<file path="src/rtl/ctrl_pkg.sv">
// Shared encodings for the multi-cycle CPU control unit: opcodes, FSM states,
// mux-select encodings and the control word driven by the decoder.
package ctrl_pkg;

    localparam int unsigned OPW    = 6;
    localparam int unsigned RA_IDX = 31;

    localparam logic [OPW-1:0] OP_ADD   = 6'b000000;
    localparam logic [OPW-1:0] OP_SUB   = 6'b000001;
    localparam logic [OPW-1:0] OP_ADDIU = 6'b000010;
    localparam logic [OPW-1:0] OP_AND   = 6'b010000;
    localparam logic [OPW-1:0] OP_ORI   = 6'b010010;
    localparam logic [OPW-1:0] OP_SLT   = 6'b100110;
    localparam logic [OPW-1:0] OP_SW    = 6'b110000;
    localparam logic [OPW-1:0] OP_LW    = 6'b110001;
    localparam logic [OPW-1:0] OP_BEQ   = 6'b110100;
    localparam logic [OPW-1:0] OP_BNE   = 6'b110101;
    localparam logic [OPW-1:0] OP_J     = 6'b111000;
    localparam logic [OPW-1:0] OP_JR    = 6'b111001;
    localparam logic [OPW-1:0] OP_JAL   = 6'b111010;
    localparam logic [OPW-1:0] OP_HALT  = 6'b111111;

    typedef enum logic [3:0] {
        S_IF    = 4'd0,
        S_ID    = 4'd1,
        S_EXE_R = 4'd2,
        S_WB_R  = 4'd3,
        S_EXE_M = 4'd4,
        S_MEM   = 4'd5,
        S_WB_L  = 4'd6,
        S_EXE_B = 4'd7,
        S_HALT  = 4'd8
    } state_t;

    typedef enum logic [2:0] {
        ALU_ADD = 3'b000,
        ALU_SUB = 3'b001,
        ALU_AND = 3'b010,
        ALU_OR  = 3'b011,
        ALU_SLT = 3'b100
    } alu_op_t;

    typedef enum logic [1:0] {
        PC_NEXT   = 2'b00,
        PC_BRANCH = 2'b01,
        PC_JUMP   = 2'b10,
        PC_REG    = 2'b11
    } pc_src_t;

    localparam logic [1:0] RD_RA = 2'b00;
    localparam logic [1:0] RD_RT = 2'b01;
    localparam logic [1:0] RD_RD = 2'b10;

    typedef enum logic [2:0] {
        CL_NOP,
        CL_ALU,
        CL_LW,
        CL_SW,
        CL_BR,
        CL_JMP,
        CL_HALT
    } op_class_t;

    typedef struct packed {
        logic       pc_wre;
        logic [1:0] pc_src;
        logic       ir_wre;
        logic       reg_wre;
        logic [1:0] reg_dst;
        logic       wr_reg_d_src;
        logic       alu_src_a;
        logic       alu_src_b;
        logic [2:0] alu_op;
        logic       ext_sel;
        logic       m_rd;
        logic       m_wr;
        logic       db_data_src;
    } ctrl_word_t;

    // Instruction class used by both sequencing and decode.
    function automatic op_class_t op_class(input logic [OPW-1:0] op);
        op_class_t cls;
        case (op)
            OP_ADD, OP_SUB, OP_ADDIU, OP_AND, OP_ORI, OP_SLT: cls = CL_ALU;
            OP_LW:                                           cls = CL_LW;
            OP_SW:                                           cls = CL_SW;
            OP_BEQ, OP_BNE:                                  cls = CL_BR;
            OP_J, OP_JR, OP_JAL:                             cls = CL_JMP;
            OP_HALT:                                         cls = CL_HALT;
            default:                                         cls = CL_NOP;
        endcase
        return cls;
    endfunction

    function automatic logic is_rtype(input logic [OPW-1:0] op);
        return (op == OP_ADD) || (op == OP_SUB) || (op == OP_AND) || (op == OP_SLT);
    endfunction

endpackage

</file>
<file path="src/rtl/multi_cycle_ctrl_decode.sv">
// Pure combinational decode of (state, opcode, zero) into the datapath control word.
module multi_cycle_ctrl_decode
    import ctrl_pkg::*;
(
    input  logic [3:0]     state,
    input  logic [OPW-1:0] opcode,
    input  logic           zero,
    output ctrl_word_t     cw
);

    op_class_t cls;
    logic      taken;

    assign cls   = op_class(opcode);
    assign taken = ((opcode == OP_BEQ) && zero) || ((opcode == OP_BNE) && !zero);

    always_comb begin
        cw = '0;

        // Opcode-only selects; harmless outside the states that consume them.
        if (opcode == OP_JAL) begin
            cw.reg_dst = RD_RA;
        end else if (is_rtype(opcode)) begin
            cw.reg_dst = RD_RD;
        end else begin
            cw.reg_dst = RD_RT;
        end
        cw.wr_reg_d_src = (opcode != OP_JAL);
        cw.alu_src_a    = 1'b0;
        cw.alu_src_b    = (opcode == OP_ADDIU) || (opcode == OP_ORI) ||
                          (opcode == OP_LW)    || (opcode == OP_SW);
        cw.ext_sel      = (opcode != OP_ORI);
        case (opcode)
            OP_SUB, OP_BEQ, OP_BNE: cw.alu_op = ALU_SUB;
            OP_AND:                 cw.alu_op = ALU_AND;
            OP_ORI:                 cw.alu_op = ALU_OR;
            OP_SLT:                 cw.alu_op = ALU_SLT;
            default:                cw.alu_op = ALU_ADD;
        endcase

        case (state)
            S_IF: begin
                cw.ir_wre = 1'b1;
            end
            S_ID: begin
                // Jumps and undefined opcodes retire here.
                if (cls == CL_JMP || cls == CL_NOP) begin
                    cw.pc_wre = 1'b1;
                    case (opcode)
                        OP_J:    cw.pc_src = PC_JUMP;
                        OP_JAL:  cw.pc_src = PC_JUMP;
                        OP_JR:   cw.pc_src = PC_REG;
                        default: cw.pc_src = PC_NEXT;
                    endcase
                    cw.reg_wre = (opcode == OP_JAL);
                end
            end
            S_WB_R: begin
                cw.pc_wre  = 1'b1;
                cw.reg_wre = 1'b1;
            end
            S_MEM: begin
                cw.m_wr   = (cls == CL_SW);
                cw.m_rd   = (cls == CL_LW);
                cw.pc_wre = (cls == CL_SW);
            end
            S_WB_L: begin
                cw.m_rd        = 1'b1;
                cw.db_data_src = 1'b1;
                cw.reg_wre     = 1'b1;
                cw.pc_wre      = 1'b1;
            end
            S_EXE_B: begin
                cw.pc_wre = 1'b1;
                cw.pc_src = taken ? PC_BRANCH : PC_NEXT;
            end
            default: begin
            end
        endcase
    end

endmodule

</file>
<file path="src/rtl/multi_cycle_ctrl.sv">
// Control unit FSM of the multi-cycle CPU: sequences IF/ID/EXE/MEM/WB per instruction
// and exposes the decoded control word on named ports.
module multi_cycle_ctrl
    import ctrl_pkg::*;
(
    input  logic           clk,
    input  logic           reset,
    input  logic [OPW-1:0] opcode,
    input  logic           zero,
    output logic           PCWre,
    output logic [1:0]     PCSrc,
    output logic           IRWre,
    output logic           RegWre,
    output logic [1:0]     RegDst,
    output logic           WrRegDSrc,
    output logic           ALUSrcA,
    output logic           ALUSrcB,
    output logic [2:0]     ALUOp,
    output logic           ExtSel,
    output logic           mRD,
    output logic           mWR,
    output logic           DBDataSrc,
    output logic [3:0]     state_o
);

    logic [3:0] state;
    logic [3:0] next_state;
    ctrl_word_t cw;

    always_ff @(posedge clk or posedge reset) begin
        if (reset) begin
            state <= S_IF;
        end else begin
            state <= next_state;
        end
    end

    // Illegal encodings fall through to S_IF.
    always_comb begin
        next_state = S_IF;
        case (state)
            S_IF:    next_state = S_ID;
            S_ID: begin
                case (op_class(opcode))
                    CL_ALU:       next_state = S_EXE_R;
                    CL_LW, CL_SW: next_state = S_EXE_M;
                    CL_BR:        next_state = S_EXE_B;
                    CL_HALT:      next_state = S_HALT;
                    default:      next_state = S_IF;
                endcase
            end
            S_EXE_R: next_state = S_WB_R;
            S_WB_R:  next_state = S_IF;
            S_EXE_M: next_state = S_MEM;
            S_MEM:   next_state = (opcode == OP_LW) ? S_WB_L : S_IF;
            S_WB_L:  next_state = S_IF;
            S_EXE_B: next_state = S_IF;
            S_HALT:  next_state = S_HALT;
            default: next_state = S_IF;
        endcase
    end

    multi_cycle_ctrl_decode u_decode (
        .state  (state),
        .opcode (opcode),
        .zero   (zero),
        .cw     (cw)
    );

    assign PCWre     = cw.pc_wre;
    assign PCSrc     = cw.pc_src;
    assign IRWre     = cw.ir_wre;
    assign RegWre    = cw.reg_wre;
    assign RegDst    = cw.reg_dst;
    assign WrRegDSrc = cw.wr_reg_d_src;
    assign ALUSrcA   = cw.alu_src_a;
    assign ALUSrcB   = cw.alu_src_b;
    assign ALUOp     = cw.alu_op;
    assign ExtSel    = cw.ext_sel;
    assign mRD       = cw.m_rd;
    assign mWR       = cw.m_wr;
    assign DBDataSrc = cw.db_data_src;
    assign state_o   = state;

endmodule

</file>
<file path="config.mk">
export PLATFORM = sky130hd
export DESIGN_NAME = multi_cycle_ctrl
export DESIGN_NICKNAME = d
export VERILOG_FILES = /design/src/rtl/ctrl_pkg.sv /design/src/rtl/multi_cycle_ctrl_decode.sv /design/src/rtl/multi_cycle_ctrl.sv
export SDC_FILE = /design/constraint.sdc
export NUM_CORES = 1
export LEC_CHECK = 0
export ABC_AREA = 1
export ABC_CLOCK_PERIOD_IN_PS = 2400
export CORE_MARGIN = 2
export CORE_UTILIZATION = 39
export DETAILED_ROUTE_END_ITERATION = 8
export PLACE_DENSITY_LB_ADDON = 0.25
export SYNTH_ARGS = -nofsm -noshare
export SYNTH_HDL_FRONTEND = slang
export SYNTH_SLANG_ARGS = --single-unit
</file>
<file path="constraint.sdc">
create_clock -name clk -period 2.4 [get_ports clk]
set_clock_uncertainty 0.05 [all_clocks]
set_input_delay 0.6 -clock clk [delete_from_list [all_inputs] [get_ports clk]]
set_output_delay 0.6 -clock clk [all_outputs]
set_load 0.05 [all_outputs]
</file>
==> reports/metrics.csv, run 1 <==
metric,value,unit
hpwl,2030,um
cts_buffers,3,
worst-ep-kind,primary output,
synth_cell_types,23,
netlist_instances,110,
synth_area,616,sq um
postGrtWorstEndpoint,mWR,
place_congestion,0.878,
root_buffer,clkbuf_4,
grt_max_degree,9,
synth_top_cell_area_share,0.163,
die_width,43.7,um
yosysTopAreaCell,dfrtp_1,
start_util,0.413,
postPlaceCellArea,1280,sq um
cts_max_level,1,
numPortBuffers,28,
error,"[ERROR DPL-0038] Utilization greater than 100%, impossible to legalize",
place_ws,-0.502,ns
dp.cells,176,
postSynthNetCount,119,
dieHeight,43.7,um
cts_sinks,4,
haltStage,5_1_grt,
syn_avg_cell_area,5.60,sq um
synth_warnings,0,
synthTopCellsByArea,"dfrtp_1, inv_1, nand3_1",
seq_area_frac_synth,0.163,
outcome,aborted with a tool error,
ys_ff_latch,4,
ios,30,
cts_buffer_depth,2,
row_count,14,
## through the flow
| step | setup TNS [ns] | hold WS, ns | utilization |
|---|---|---|---|
| floorplan | -0.267 | 0.316 | - |
| detailed placement | -4.61 | 0.500 | 0.860 |
| CTS | -0.0139 | 0.474 | 0.977 |
| global placement | -4.43 | 0.488 | 0.860 |
## timing repair
item	in CTS
gates resized for setup	49
hold buffers	0
buffers inserted	14
pin swaps	14
setup endpoints to repair	14
cloned	0
## cells in the mapped netlist
master    instances
a21oi_1           3
a31oi_1           1
and3_1            1
buf_4             1
conb_1            1
dfrtp_1           4
inv_1            25
inv_2             1
nand2_1          15
nand2_2           3
nand3_1          16
nand3_2           4
nand4_1           3
nor2_1           16
nor2_2            2
nor2_4            1
nor3_1            2
nor4_1            2
o211ai_1          2
o21ai_0           4
o32ai_1           1
or2_2             1
or2_4             1
## kinds of logic after synthesis
| logic type | Yosys count | share of synthesized area |
|---|---|---|
| AND/OR/NAND/NOR | 67 | 0.555 |
| flip-flops | 4 | 0.163 |
| buffers and inverters | 27 | 0.171 |
| AO/OA/AOI/OAI | 11 | 0.106 |
| other | 1 | 0.00609 |
==> run 2, diff against run 1 <==
Settings changed: CORE_AREA from default to 2 2 63 65, CORE_MARGIN 2 to default, CORE_UTILIZATION 39 to default, DIE_AREA from default to 0 0 65 67, PLACE_DENSITY_LB_ADDON 0.25 to 0.15.
==> run 2 against run 1 <==
  * The flow now finishes without violations
  * Area after synthesis did not move
  * Synthesized cell count is the same
==> reports/metrics.csv, run 2 <==
metric,value,unit
outcome,"finished, final reports clean",
setup_viol,0,
antenna_found_initial,0,
row_count,22,
fin_ws,0.00550,ns
fin_crit,2.39,ns
netlist_instances,110,
postSynthNetCount,119,
fp.dieArea,4360,sq um
place_ws,-0.506,ns
ir_drop,178,uV
finalMaxSlewViolations,0,
cts_tree,yes,
overflow,0,
cts_max_level,1,
cts_buffers,3,
layout_commonest_cell,buf_4,
fin_cells,219,
drive_above_1_share,0.620,
rsz0062_at_grt,yes,
synth-edff-count,0,
crit_type,in -> out,
synthArstFlopShare,1.00,
finalNetCount,181,
synthTopCellsByArea,"dfrtp_1, inv_1, nand3_1",
grt_pass1_vias,940,
drt_pass1_iterations,4,
tightest_slew,0.498,ns
grt_pass1_wl,4010,um
dieHeight,67,um
cp.arrival,1.74,ns
drt_iter0_drc,23,
cap_violations,0,
die_width,65,um
switching_share,0.502,
power_density,606,nW/um^2
synth_ff_type,dfrtp_1,
place_congestion,0.804,
synthToLayoutAreaGrowth,148,%
internal_power,0.461,mW
ys_top_cells_by_count,"inv_1, nand3_1, nor2_1, nand2_1",
critical_path_required,1.75,ns
ys_ff_latch,4,
drc_errors,0,
insertion_delay,0.22,ns
start_kind,primary input,
yosysTopAreaCell,dfrtp_1,
fin_util,0.423,
grt_max_degree,9,
dp.cells,209,
syn_avg_cell_area,5.60,sq um
clk_pin_slew,0.04,ns
start_util,0.171,
drt_wl_total,2320,um
power.switching,0.465,mW
power_frac_clock,0.160,
end_kind,primary output,
synth_top_cell_area_share,0.163,
fmax,418,MHz
synth_area,616,sq um
root_buffer,clkbuf_8,
regToRegSetupSlack,1.00,ns
largest_register_ffs,4,
share_comb_of_total_power,0.710,
min_path_type,in -> async,
numPortBuffers,28,
relSlewSlack,0.667,
finalHoldViolations,0,
yosysMostFrequentCell,inv_1,
synth_cell_types,23,
p_leak,0.750,nW
antenna_cells,0,
holdWs,0.518,ns
core,3610,sq um
synth_warnings,0,
p_seq_frac,0.130,
ant_nets,0,
dr_total_vias,914,
ios,30,
viasPerCell,4.17,
cts_sinks,4,
final_cell_mix,"buf_4, inv_1, buf_12",
cts_buffer_depth,2,
grt_use_total,0.113,
path_max_fanout,5,
timing.final.crit_share,0.998,
hpwl,1910,um
seq_area_frac_synth,0.163,
wl_per_cell,10.6,um
run 2: cell counts after synthesis:
No cell type changed its count.
run 2: path summary, 6_finish.rpt:
kind / from / endpoint / depth (start not counted)
max: opcode[4] / PCSrc[0] / 10
min: reset / state_o[3] / 2
max reg2reg: state_o[3] / state_o[2] / 6
min reg2reg: state_o[2] / state_o[3] / 2
max in group asynchronous: reset / state_o[2] / 2
min in group clk: state_o[2] / state_o[3] / 2
run 2: cell families (layout without fill, tap and decap cells):
group | count (synthesis) | after routing | share of synthesized area
AOI/OAI and AO/OA | 11 | 11 | 0.106
DFF | 4 | 4 | 0.163
and+or+nand+nor | 67 | 67 | 0.555
other | 1 | 1 | 0.00609
buffers and inverters | 27 | 88 | 0.171
run 2: layout make-up:
cell class	count	area [sq um]
timing repair buffer	58	641
clock buffer	4	45.0
tap	48	60.1
sequential	4	104
multi-input combinational	79	576
fill	372	2080
inverter	26	100
run 2: routing by layer:
metal	wire length, um	up-vias	track usage
met5	0	-	0
met4	12	0	0.0160
met3	77	2	0.0135
met2	1180	22	0.201
met1	1050	410	0.148
li1	-	480	-
run 2: repair_timing:
action                                  CTS  global route
setup buffers                             2             4
pin swaps                                10            15
endpoints found under the setup margin   14             8
gates resized for setup                  42            30
hold buffers                              0             0
run 2: power by group through the flow:
| stage | registers (mW) | logic [mW] | clock network [mW] |
|---|---|---|---|
| floorplan | 0.179 | 0.298 | 0 |
| global placement | 0.120 | 0.611 | 0 |
| detailed placement | 0.121 | 0.611 | 0 |
| CTS | 0.123 | 0.629 | 0.150 |
| global route | 0.126 | 0.709 | 0.155 |
| finish | 0.120 | 0.657 | 0.148 |
run 2: critical path, cell delays in order:
cell and delay (ns):
buf_12 0.11, nor2_4 0.11, nand2_2 0.08, a21oi_4 0.18, nor2_1 0.07, or2_4 0.27, nand2_2 0.06, nand2_2 0.05
nand2_2 0.08, buf_12 0.13
run 2: per-stage QoR:
step                      power [mW]  TNS (ns)  cell area, sq um
after floorplan                0.477    -0.267               692
after global placement         0.731     -4.81              1330
after detailed placement       0.732     -4.67              1330
after CTS                      0.901  -0.00843              1410
after global routing           0.990   -0.0594              1530
final                          0.925         0              1530
No activity file was read; power rests on OpenSTA's default activity.
